==> src/rtl/addsub_bist.sv <==
// Exhaustive sweep generator and response checker for an N-bit adder/subtractor.
// Drives {ci,a,b} = v for every v, predicts {co,sum} and scores the DUT response LAT clocks later.
module addsub_bist #(
  parameter int N   = 5,
  parameter int LAT = 0
) (
  input  logic             clk,
  input  logic             rst,
  input  logic             start,
  output logic [N-1:0]     a_o,
  output logic [N-1:0]     b_o,
  output logic             ci_o,
  input  logic [N-1:0]     sum_i,
  input  logic             co_i,
  output logic             busy,
  output logic             done,
  output logic             pass,
  output logic [2*N+1:0]   vec_cnt,
  output logic [2*N+1:0]   err_cnt,
  output logic [2*N:0]     first_fail
);

  // state | meaning
  // IDLE  | waiting for start after reset
  // RUN   | registering one vector per clock
  // DRAIN | last vector held while in-flight responses are checked
  // DONE  | results held until next start
  localparam logic [1:0] IDLE  = 2'd0;
  localparam logic [1:0] RUN   = 2'd1;
  localparam logic [1:0] DRAIN = 2'd2;
  localparam logic [1:0] DONE  = 2'd3;

  localparam int          VW    = 2*N + 1;
  localparam logic [VW-1:0] VLAST = '1;

  logic [1:0]    state_q, state_d;
  logic [VW-1:0] vidx_q, vidx_d;
  logic [VW-1:0] vec_q;
  logic [2:0]    drain_q, drain_d;
  logic          load, clr;

  logic [LAT:0][N:0]    pexp_q;
  logic [LAT:0][VW-1:0] pidx_q;
  logic [LAT:0]         pval_q;

  logic [2*N+1:0] vec_cnt_q, err_cnt_q;
  logic [VW-1:0]  first_fail_q;

  logic [N-1:0] a_n, b_n;
  logic         ci_n;
  logic [N:0]   exp_n;
  logic         cmp_en, mismatch;

  always_comb begin
    state_d = state_q;
    vidx_d  = vidx_q;
    drain_d = drain_q;
    load    = 1'b0;
    clr     = 1'b0;
    case (state_q)
      IDLE, DONE: begin
        if (start) begin
          state_d = RUN;
          vidx_d  = '0;
          load    = 1'b1;
          clr     = 1'b1;
        end
      end
      RUN: begin
        vidx_d = vidx_q + 1'b1;
        load   = 1'b1;
        if (vidx_d == VLAST) begin
          state_d = DRAIN;
          drain_d = 3'(LAT + 1);
        end
      end
      DRAIN: begin
        // one extra clock beyond LAT so the last compare lands before DONE
        if (drain_q == 3'd0) state_d = DONE;
        else                 drain_d = drain_q - 1'b1;
      end
      default: state_d = IDLE;
    endcase
  end

  assign ci_n  = vidx_d[2*N];
  assign a_n   = vidx_d[2*N-1:N];
  assign b_n   = vidx_d[N-1:0];
  assign exp_n = {1'b0, a_n} + {1'b0, b_n ^ {N{ci_n}}} + {{N{1'b0}}, ci_n};

  assign cmp_en   = pval_q[LAT] && !clr;
  assign mismatch = {co_i, sum_i} != pexp_q[LAT];

  always_ff @(posedge clk) begin
    if (rst) begin
      state_q      <= IDLE;
      vidx_q       <= '0;
      vec_q        <= '0;
      drain_q      <= '0;
      pexp_q       <= '0;
      pidx_q       <= '0;
      pval_q       <= '0;
      vec_cnt_q    <= '0;
      err_cnt_q    <= '0;
      first_fail_q <= '0;
    end else begin
      state_q <= state_d;
      vidx_q  <= vidx_d;
      drain_q <= drain_d;
      if (load) vec_q <= vidx_d;

      for (int i = 1; i <= LAT; i++) begin
        pexp_q[i] <= pexp_q[i-1];
        pidx_q[i] <= pidx_q[i-1];
        pval_q[i] <= pval_q[i-1] && !clr;
      end
      pexp_q[0] <= exp_n;
      pidx_q[0] <= vidx_d;
      pval_q[0] <= load;

      if (clr) begin
        vec_cnt_q    <= '0;
        err_cnt_q    <= '0;
        first_fail_q <= '0;
      end else if (cmp_en) begin
        vec_cnt_q <= vec_cnt_q + 1'b1;
        if (mismatch) begin
          err_cnt_q <= err_cnt_q + 1'b1;
          if (err_cnt_q == '0) first_fail_q <= pidx_q[LAT];
        end
      end
    end
  end

  assign ci_o       = vec_q[2*N];
  assign a_o        = vec_q[2*N-1:N];
  assign b_o        = vec_q[N-1:0];
  assign busy       = (state_q == RUN) || (state_q == DRAIN);
  assign done       = (state_q == DONE);
  assign pass       = done && (err_cnt_q == '0);
  assign vec_cnt    = vec_cnt_q;
  assign err_cnt    = err_cnt_q;
  assign first_fail = first_fail_q;

endmodule
==> config.mk <==
export PLATFORM = sky130hd
export DESIGN_NAME = addsub_bist
export DESIGN_NICKNAME = d
export VERILOG_FILES = /design/src/rtl/addsub_bist.sv
export SDC_FILE = /design/constraint.sdc
export NUM_CORES = 1
export LEC_CHECK = 0
export CORE_MARGIN = 2
export CORE_UTILIZATION = 50
export DETAILED_ROUTE_END_ITERATION = 10
export GPL_TIMING_DRIVEN = 1
export PLACE_DENSITY_LB_ADDON = 0.12
export SLEW_MARGIN = 20
export SYNTH_ARGS = -nofsm -noshare
export SYNTH_HDL_FRONTEND = slang
export SYNTH_SLANG_ARGS = --single-unit
export TNS_END_PERCENT = 50
==> constraint.sdc <==
create_clock -name clk -period 3.7 [get_ports clk]
set_clock_uncertainty 0.05 [all_clocks]
set_input_delay 0.74 -clock clk [delete_from_list [all_inputs] [get_ports clk]]
set_output_delay 0.74 -clock clk [all_outputs]
set_load 0.01 [all_outputs]
# Word-level counts from Yosys, hierarchy flattened

Cells that the tools add are included.

Logic and storage cells: 51
Bits in registers: 69

Reductions and logical operators: 14
Mux-type cells: 12
Bitwise logic cells: 1
Equality and inequality tests: 9
$add $sub $neg: 6

Operators with widths:

| kind                                                               | number |
|---|---|
| 12-bit by 1-bit adder with 12-bit output, second input constant    | 2 |
| 11-bit case mux with 2 select lines                                | 1 |
| 12-bit logical NOT                                                 | 1 |
| 11-bit by 1-bit adder with 11-bit output, second input constant    | 1 |
| 11-bit == test, second input constant                              | 1 |
| 11-bit 2-to-1 mux                                                  | 1 |
| 3-bit AND reduction                                                | 3 |
| 2-bit inequality test, second input constant                       | 4 |
| 5-bit by 5-bit adder with 6-bit output                             | 1 |
| 6-bit by 1-bit adder with 6-bit output                             | 1 |
| 2-bit 2-to-1 mux                                                   | 3 |
| 3-bit 2-to-1 mux                                                   | 2 |
| 6-bit inequality test                                              | 1 |
| 2-bit case mux with 3 select lines                                 | 1 |
| 3-bit case mux with 2 select lines                                 | 1 |
| 5-bit XOR                                                          | 1 |
| 2-bit == test, second input constant                               | 2 |
| 2-bit OR reduction                                                 | 2 |
| 3-bit logical NOT                                                  | 1 |
| 3-bit by 1-bit subtractor with 3-bit output, second input constant | 1 |
| 2-bit by 1-bit == test with 1-bit output, second input constant    | 1 |
| 1-bit logical AND                                                  | 2 |
| 2-bit logical NOT                                                  | 1 |
| 1-bit 2-to-1 mux                                                   | 2 |
| 5 further kinds                                                    | 5 |

# Depth between registers and ports, before layout

Gate-level depths: netlist of run 1.

Depth after elaboration: 6
Gate-level depth with buffers: 16

# Worst setup path before layout of run 1

No wires, ideal clock.

Path kind: flip-flop to flip-flop
Start point: register, netlist name pidx_q[1]
End point: register pexp_q[4] in the netlist's numbering
Path buffers: 0
Stages on the path, launching flop included: 14
Slack: 0.799 ns
Arrival: 2.723 ns
Library setup time: 0.128 ns
Data required time: 3.522 ns
Period minus slack after synthesis: 2.901 ns
Cell sequence: dfxtp_1 -> ha_1 -> nand3_2 -> nor4_4 -> o21ai_1 -> a22oi_2 -> xor2_1 -> inv_1 -> fa_1 -> inv_1 -> a21o_1 -> a21oi_1 -> xor2_1 -> nor2_1

RTL lines:

| what                          | RTL line | text |
|---|---|---|
| end signal, assigned by index | 113      | `pexp_q[i] <= pexp_q[i-1];` |
| end, declared                 | 42       | `logic [LAT:0][N:0] pexp_q;` |

# Worst setup path after layout of run 1

Start point: input start
End point: register pexp_q[3] in the netlist's numbering

Word-level cells in the longest chain between the ends: 5

Ends and longest elaborated chain:

| what                                       | RTL line | text |
|---|---|---|
| start, declared                            | 9        | `input logic start,` |
| 11-bit 2-to-1 mux (*)                      | 62       | `if (start) begin` |
| 11-bit case mux with 2 select lines (*)    | 60       | `case (state_q)` |
| 5-bit XOR                                  | 89       | `assign exp_n = {1'b0, a_n} + {1'b0, b_n ^ {N{ci_n}}} + {{N{1'b0}}, ci_n};` |
| 5-bit by 5-bit adder with 6-bit output     | 89       |  |
| 6-bit by 1-bit adder with 6-bit output (*) | 89       |  |

Mark *: on every way between the ends. The rest lies on a longest branch, timed or not.
A chain may end at the register's enable or synchronous reset.

==> results.tsv, run 1 <==
stage	metric	value	unit
logic_synthesis	ys flop type	dfxtp_1	
critical_path	Required @ worst endpoint	3.88	ns
routing	TritonRoute pass-1 iters	4	
global_route	largest net degree at the start of global routing	28	
logic_synthesis	Seq cells post-synth	69	
cts	root buffer cell	clkbuf_8	
cells_and_area	diodes inserted	0	
cells_and_area	commonest cells after routing, fill and taps aside	dfxtp_1 (69), nor2_1 (61), clkdlybuf4s50_1 (57)	
critical_path	Crit Reg-Reg Endpoint	pexp_q[3]	
cts	Num CTS Buffers	9	
logic_synthesis	sequential share of the synthesized area	0.390	
critical_path	cells on worst reg2reg path	10	
timing	Worst-Margin Slew	0.585	ns
critical_path	R2R Setup Slk	0.63	ns
critical_path	critical path arrival	3.30	ns
timing	normalized max-slew margin	0.609	
worst_hold_path	worst min-delay path startpoint	first_fail[7]	
cts	Clock Tree Buf Depth	2	
run	Max Cap Viol	0	
floorplan	Die H	88.2	um
cells_and_area	synth-to-layout area growth	26.3	%
place	# port buffers	57	
routing	Avg WL per Cell	13.7	um
critical_path	Worst Setup SP	start	
routing	via count	3109	
routing	post-route ant nets	0	
floorplan	Die Wd	88.2	um
cts	worst skew pair latency	0.35	ns
routing	initial drt markers	135	
logic_synthesis	async set-reset flop share out of synthesis	0	
logic_synthesis	Syn Area/Cell	8.22	um2
cells_and_area	post-layout util	0.655	
logic_synthesis	Ys Warns	0	
critical_path	reg2reg start	state_q[0]	
power_and_ir_drop	Leak	1.72	nW
global_route	first-pass GRT wire length	13300	um
global_route	total gr overflow	0	
floorplan	row cnt	30	
routing	Post-route DRC	0	
timing	min Tclk post-route	3.12	ns
cts	CTS tree	done	
timing	final worst-path cycle share	0.843	
cells_and_area	fraction of layout cells with a size suffix above 1	0.0854	
critical_path	Crit Path Class	in -> reg	
routing	vias per inst	5.29	
cts	clock transition at the registers of the reported paths	0.07	ns
floorplan	full die area	7780	um2
cts	H-tree Lvls	3	
cts	Post-CTS Hold Fix Bufs	0	
timing	setup TNS	0	ns
logic_synthesis	post-synth net total	455	
critical_path	Max Fanout on Critical Path	5	
cts	# resized after CTS	0	
floorplan	I/O pin cnt	58	
floorplan	effective utilization at floorplan	0.519	
power_and_ir_drop	Max VDD drop	0.418	mV
timing	final hold vios	0	
global_route	GRT Total Usage	0.218	
logic_synthesis	gate count of the mapped netlist	431	
cells_and_area	most common cell after layout, fill and taps aside	dfxtp_1	
timing	worst hold slack	0.439	ns
floorplan	core area	6830	um2
timing	RSZ-0062 raised after global routing	no	
worst_hold_path	Hold Path Sink	first_fail[7]	
cts	CTS Sinks	69	
global_route	vias in the first global route	2864	
outcome	status	complete, no violations	
logic_synthesis	Unique masters post-synth	57	
timing	Final Slew Violations	0	
place	hpwl dp	5850	um
critical_path	crit end category	flip-flop	
timing	Peak Freq	320	MHz
power_and_ir_drop	Power Dens Cells	583	nW/um2
cells_and_area	fin nets	511	
timing	Final setup violation count	0	
place	routability cong.	0.921	
routing	total routed wirelength	8040	um
critical_path	CP startpoint kind	primary input	
logic_synthesis	Post-synth EDFFs	0	
logic_synthesis	Post-Syn Area	3540	um2
global_route	initial antenna violation count	0	
cts	postcts setup bufs	0	
worst_hold_path	Hold Path Class	reg -> reg	
worst_hold_path	worst hold stages	2	
-- worst max-delay path, stage by stage --
cell and delay [ns]:
clkdlybuf4s50_1 0.52, nand2b_1 0.20, and2_0 0.20, o21ai_0 0.10
a22oi_1 0.33, xor2_1 0.20, ha_1 0.31, a21o_1 0.20
a31oi_1 0.16, mux2_1 0.35
-- through the flow --
stage | cells | total power [mW] | worst slack [ns] | instance area, um2
after floorplan | 431 | 1.53 | 0.799 | 3540
after global placement | 572 | 1.85 | 0.286 | 4230
after detailed placement | 572 | 1.86 | 0.235 | 4230
after CTS | 588 | 2.62 | 0.584 | 4480
after global routing | 588 | 2.76 | 0.347 | 4480
final | 588 | 2.61 | 0.579 | 4480
-- cells by family (layout without fill, tap and decap cells) --
kind of cell | count (synthesis) | count (layout) | synth area share
AOI/OAI and AO/OA | 97 | 97 | 0.171
buffers and inverters | 46 | 107 | 0.0529
and+or+nand+nor | 163 | 163 | 0.227
adders and majority gates | 15 | 15 | 0.0551
xor gates and xnor gates | 35 | 35 | 0.0865
muxes | 6 | 6 | 0.0176
DFF | 69 | 69 | 0.390
-- synthesized netlist by cell type, types with 6 or more instances --
master     n  area share
dfxtp_1   69        0.39
nor2_1    61       0.065
nand2_1   36       0.038
a21oi_1   29       0.041
o21ai_0   28       0.040
inv_1     20       0.021
xor2_1    19       0.047
clkbuf_1  17       0.018
xnor2_1   16       0.040
ha_1      14       0.049
a211oi_1  12       0.025
nand3_1   12       0.017
and3_1     7       0.012
nor3_1     7      0.0099
nand2b_1   6       0.011
-- worst max-delay path by stage --
stage               slack [ns]         to
global placement          0.29  pexp_q[3]
finish                    0.58  pexp_q[3]
floorplan                 0.80  pexp_q[4]
detailed placement        0.24  pexp_q[3]
CTS                       0.58  pexp_q[3]
global route              0.35  pexp_q[4]
-- layer usage --
layer,global-route usage,vias to the layer above,part of all wire,wire (um)
met5,0,-,0,0
met4,0.0826,0,0.0097,78
met3,0.0339,9,0.050,398
met2,0.360,78,0.47,3810
li1,-,1597,-,-
met1,0.286,1425,0.47,3750
-- flip-flops by register name (all words and copies together) (netlist names) --
name	count
state_q	2
drain_q	3
first_fail	11
pidx_q	11
err_cnt	12
vec_q	11
pexp_q	6
vec_cnt	12
pval_q	1
-- layout make-up --
cell class                 instances  area (um2)
inverter                          21        78.8
tap                               96         120
multi-input combinational        316        1980
fill                             594        2350
sequential                        69        1380
clock inverter                     7         123
clock buffer                       9         124
timing repair buffer              70         668
-- where the power goes --
part	internal, mW	total (mW)	switching, mW
sequential	0.838	0.904	0.0660
combinational	0.388	0.952	0.564
clock	0.451	0.754	0.303
total	1.68	2.61	0.933
No activity file was read; power rests on OpenSTA's default activity.
==> inputs of run 2 (changes only) <==
--- a/config.mk
+++ b/config.mk
@@ -6,7 +6,7 @@
 export NUM_CORES = 1
 export LEC_CHECK = 0
 export CORE_MARGIN = 2
-export CORE_UTILIZATION = 50
+export CORE_UTILIZATION = 48
 export DETAILED_ROUTE_END_ITERATION = 10
 export GPL_TIMING_DRIVEN = 1
 export PLACE_DENSITY_LB_ADDON = 0.12
==> constraint.sdc (replaced) <==
create_clock -name clk -period 2.7 [get_ports clk]
set_clock_uncertainty 0.05 [all_clocks]
set_input_delay 0.54 -clock clk [delete_from_list [all_inputs] [get_ports clk]]
set_output_delay 0.54 -clock clk [all_outputs]
set_load 0.01 [all_outputs]
==> run 2 against run 1 <==
The flow now finishes with violations (setup timing). Cell count grew 6.1%. Routed wire length increased by 2.2%. Cell area increased by 6.7%. Worst hold slack got worse by 0.0043 ns. Largest cell class unchanged.
==> results.tsv, run 2 (synthesis gave the netlist of run 1 again) <==
stage	metric	value	unit	change
place	hpwl dp	6130	um	+4.7%
global_route	largest net degree at the start of global routing	29		+3.6%
global_route	total gr overflow	0		unchanged
routing	TritonRoute pass-1 iters	5		+1
power_and_ir_drop	Leak	1.88	nW	+9.3%
cells_and_area	diodes inserted	0		unchanged
cells_and_area	synth-to-layout area growth	34.8	%	
place	pre-CTS WS	-0.371	ns	-0.607 ns
critical_path	Max Fanout on Critical Path	4		-1
outcome	failing checks	setup timing		
cts	Num CTS Buffers	9		unchanged
timing	final setup margin	-0.0247	ns	-0.604 ns
outcome	status	finished with violations		
cells_and_area	fin nets	544		+6.5%
routing	total routed wirelength	8210	um	+2.2%
cells_and_area	commonest cells after routing, fill and taps aside	dfxtp_1 (66), nor2_1 (61), clkdlybuf4s50_1 (57)		
floorplan	Die Wd	89.9	um	+2.0%
cts	Clock Tree Buf Depth	2		unchanged
critical_path	Worst path max stage delay	0.50	ns	-0.02 ns
critical_path	Crit Path Class	in -> reg		
worst_hold_path	Hold Path Class	reg -> reg		
timing	Worst-Margin Slew	0.410	ns	-0.174 ns
timing	normalized max-slew margin	0.724		+0.115
floorplan	row cnt	31		+3.3%
power_and_ir_drop	Max VDD drop	0.642	mV	+53%
timing	Peak Freq	367	MHz	
critical_path	CP max-delay cell	clkdlybuf4s50_1		
global_route	initial antenna violation count	0		unchanged
critical_path	Required @ worst endpoint	2.88	ns	-1.00 ns
critical_path	critical path arrival	2.91	ns	-0.39 ns
timing	Final Slew Violations	0		unchanged
cells_and_area	most common cell after layout, fill and taps aside	dfxtp_1		
floorplan	effective utilization at floorplan	0.491		-0.0275
routing	Avg WL per Cell	13.2	um	-3.7%
cts	CTS tree	done		
timing	Final setup violation count	1		+1
routing	post-route ant nets	0		unchanged
global_route	first-pass GRT wire length	14000	um	+5.3%
power_and_ir_drop	Power Dens Cells	737	nW/um2	+26%
floorplan	full die area	8090	um2	+4.0%
floorplan	core area	7210	um2	+5.6%
cts	clock transition at the registers of the reported paths	0.08	ns	about the same
cts	worst skew pair latency	0.34	ns	about the same
routing	Post-route DRC	0		unchanged
cts	root buffer cell	clkbuf_8		
routing	initial drt markers	125		-7.4%
cells_and_area	post-layout util	0.662		+0.00666
cts	H-tree Lvls	3		unchanged
timing	final worst-path cycle share	1.01		
critical_path	Buf/Inv on CP	1		unchanged
place	routability cong.	0.889		-3.5%
timing	RSZ-0062 raised after global routing	yes		
critical_path	CP startpoint kind	primary input		
critical_path	crit end category	flip-flop		
routing	vias per inst	5.27		-0.31%
floorplan	Die H	89.9	um	+2.0%
timing	final hold vios	0		unchanged
run	Max Cap Viol	0		unchanged
timing	min Tclk post-route	2.72	ns	
cells_and_area	fraction of layout cells with a size suffix above 1	0.173		+0.0880
routing	via count	3289		+5.8%
floorplan	I/O pin cnt	58		unchanged
cts	CTS Sinks	69		unchanged
global_route	GRT Total Usage	0.208		-0.00985
critical_path	CP Cell Sequence	clkdlybuf4s50_1, nand2b_4, and2_4, o21ai_1, a22oi_2, xor2_1, ha_1, a21o_1, a31oi_1, mux2_1		
place	# port buffers	57		unchanged
global_route	vias in the first global route	3050		+6.5%
critical_path	cell family with most CP delay	compound AO/OA/AOI/OAI gates		
[run 2: cell count changes in the layout (fill, tap and decap cells not counted), sizes merged]
cell,previous run,this run
buf,13,46
bufinv,3,0
clkbuf,9,11
clkinv,1,2
clkinvlp,2,3
inv,22,21
[run 2: cell type report]
| type | instances | area, um2 |
|---|---|---|
| Fill cell | 640 | 2440 |
| Multi-Input combinational cell | 316 | 2060 |
| Sequential cell | 69 | 1390 |
| Timing Repair Buffer | 103 | 928 |
| Clock buffer | 11 | 163 |
| Tap cell | 99 | 124 |
| Inverter | 21 | 78.8 |
| Clock inverter | 5 | 32.5 |
[run 2: worst register-to-register path: cells and delay by family (launching register included)]
kind / cells / cell delay (ns)
AOI/OAI and AO/OA: 4 / 0.81
adders and majority gates: 2 / 0.44
and+or+nand+nor: 2 / 0.41
DFF: 1 / 0.36
muxes: 1 / 0.33
xor gates and xnor gates: 1 / 0.21
[run 2: metrics by stage]
step | area [um2] | setup TNS [ns] | power [mW] | hold WS, ns | cells
global route | 4780 | -0.303 | 3.77 | 0.448 | 624
global placement | 4520 | -1.18 | 2.67 | 0.414 | 605
finish | 4780 | -0.0247 | 3.52 | 0.434 | 624
detailed placement | 4520 | -1.38 | 2.70 | 0.422 | 605
CTS | 4720 | -0.00257 | 3.52 | 0.436 | 621
floorplan | 3600 | 0 | 2.17 | 0.409 | 431
[run 2: layer usage]
| metal | wire length (um) | share of wire | GRT usage |
|---|---|---|---|
| met5 | 0 | 0 | 0 |
| met2 | 3790 | 0.46 | 0.332 |
| met4 | 153 | 0.019 | 0.0667 |
| met1 | 3900 | 0.48 | 0.277 |
| met3 | 357 | 0.043 | 0.0520 |
[run 2: repair_timing]
| item | 4_1_cts | 5_1_grt |
|---|---|---|
| resized for setup | 1 | 8 |
| endpoints found under the hold margin | 0 | 0 |
| pin swaps | 1 | 6 |
| endpoints found under the setup margin | 2 | 5 |
| hold buffers | 0 | 0 |
| setup buffers | 0 | 3 |
[run 2: where the power goes]
part	leakage [nW]	internal (mW)	switching [mW]
combinational	1.23	0.658	0.814
clock	0.0925	0.411	0.388
sequential	0.560	1.15	0.0967
total	1.88	2.22	1.30
[run 2: path summary, 6_finish.rpt]
path                                    start            end  slack, ns  cells past startpoint
worst max-delay path                    start      pexp_q[3]      -0.02                     10
worst min-delay path            first_fail[3]  first_fail[3]       0.43                      2
worst max register to register      pidx_q[0]      pexp_q[3]      -0.02                     10
worst min register to register  first_fail[3]  first_fail[3]       0.43                      2
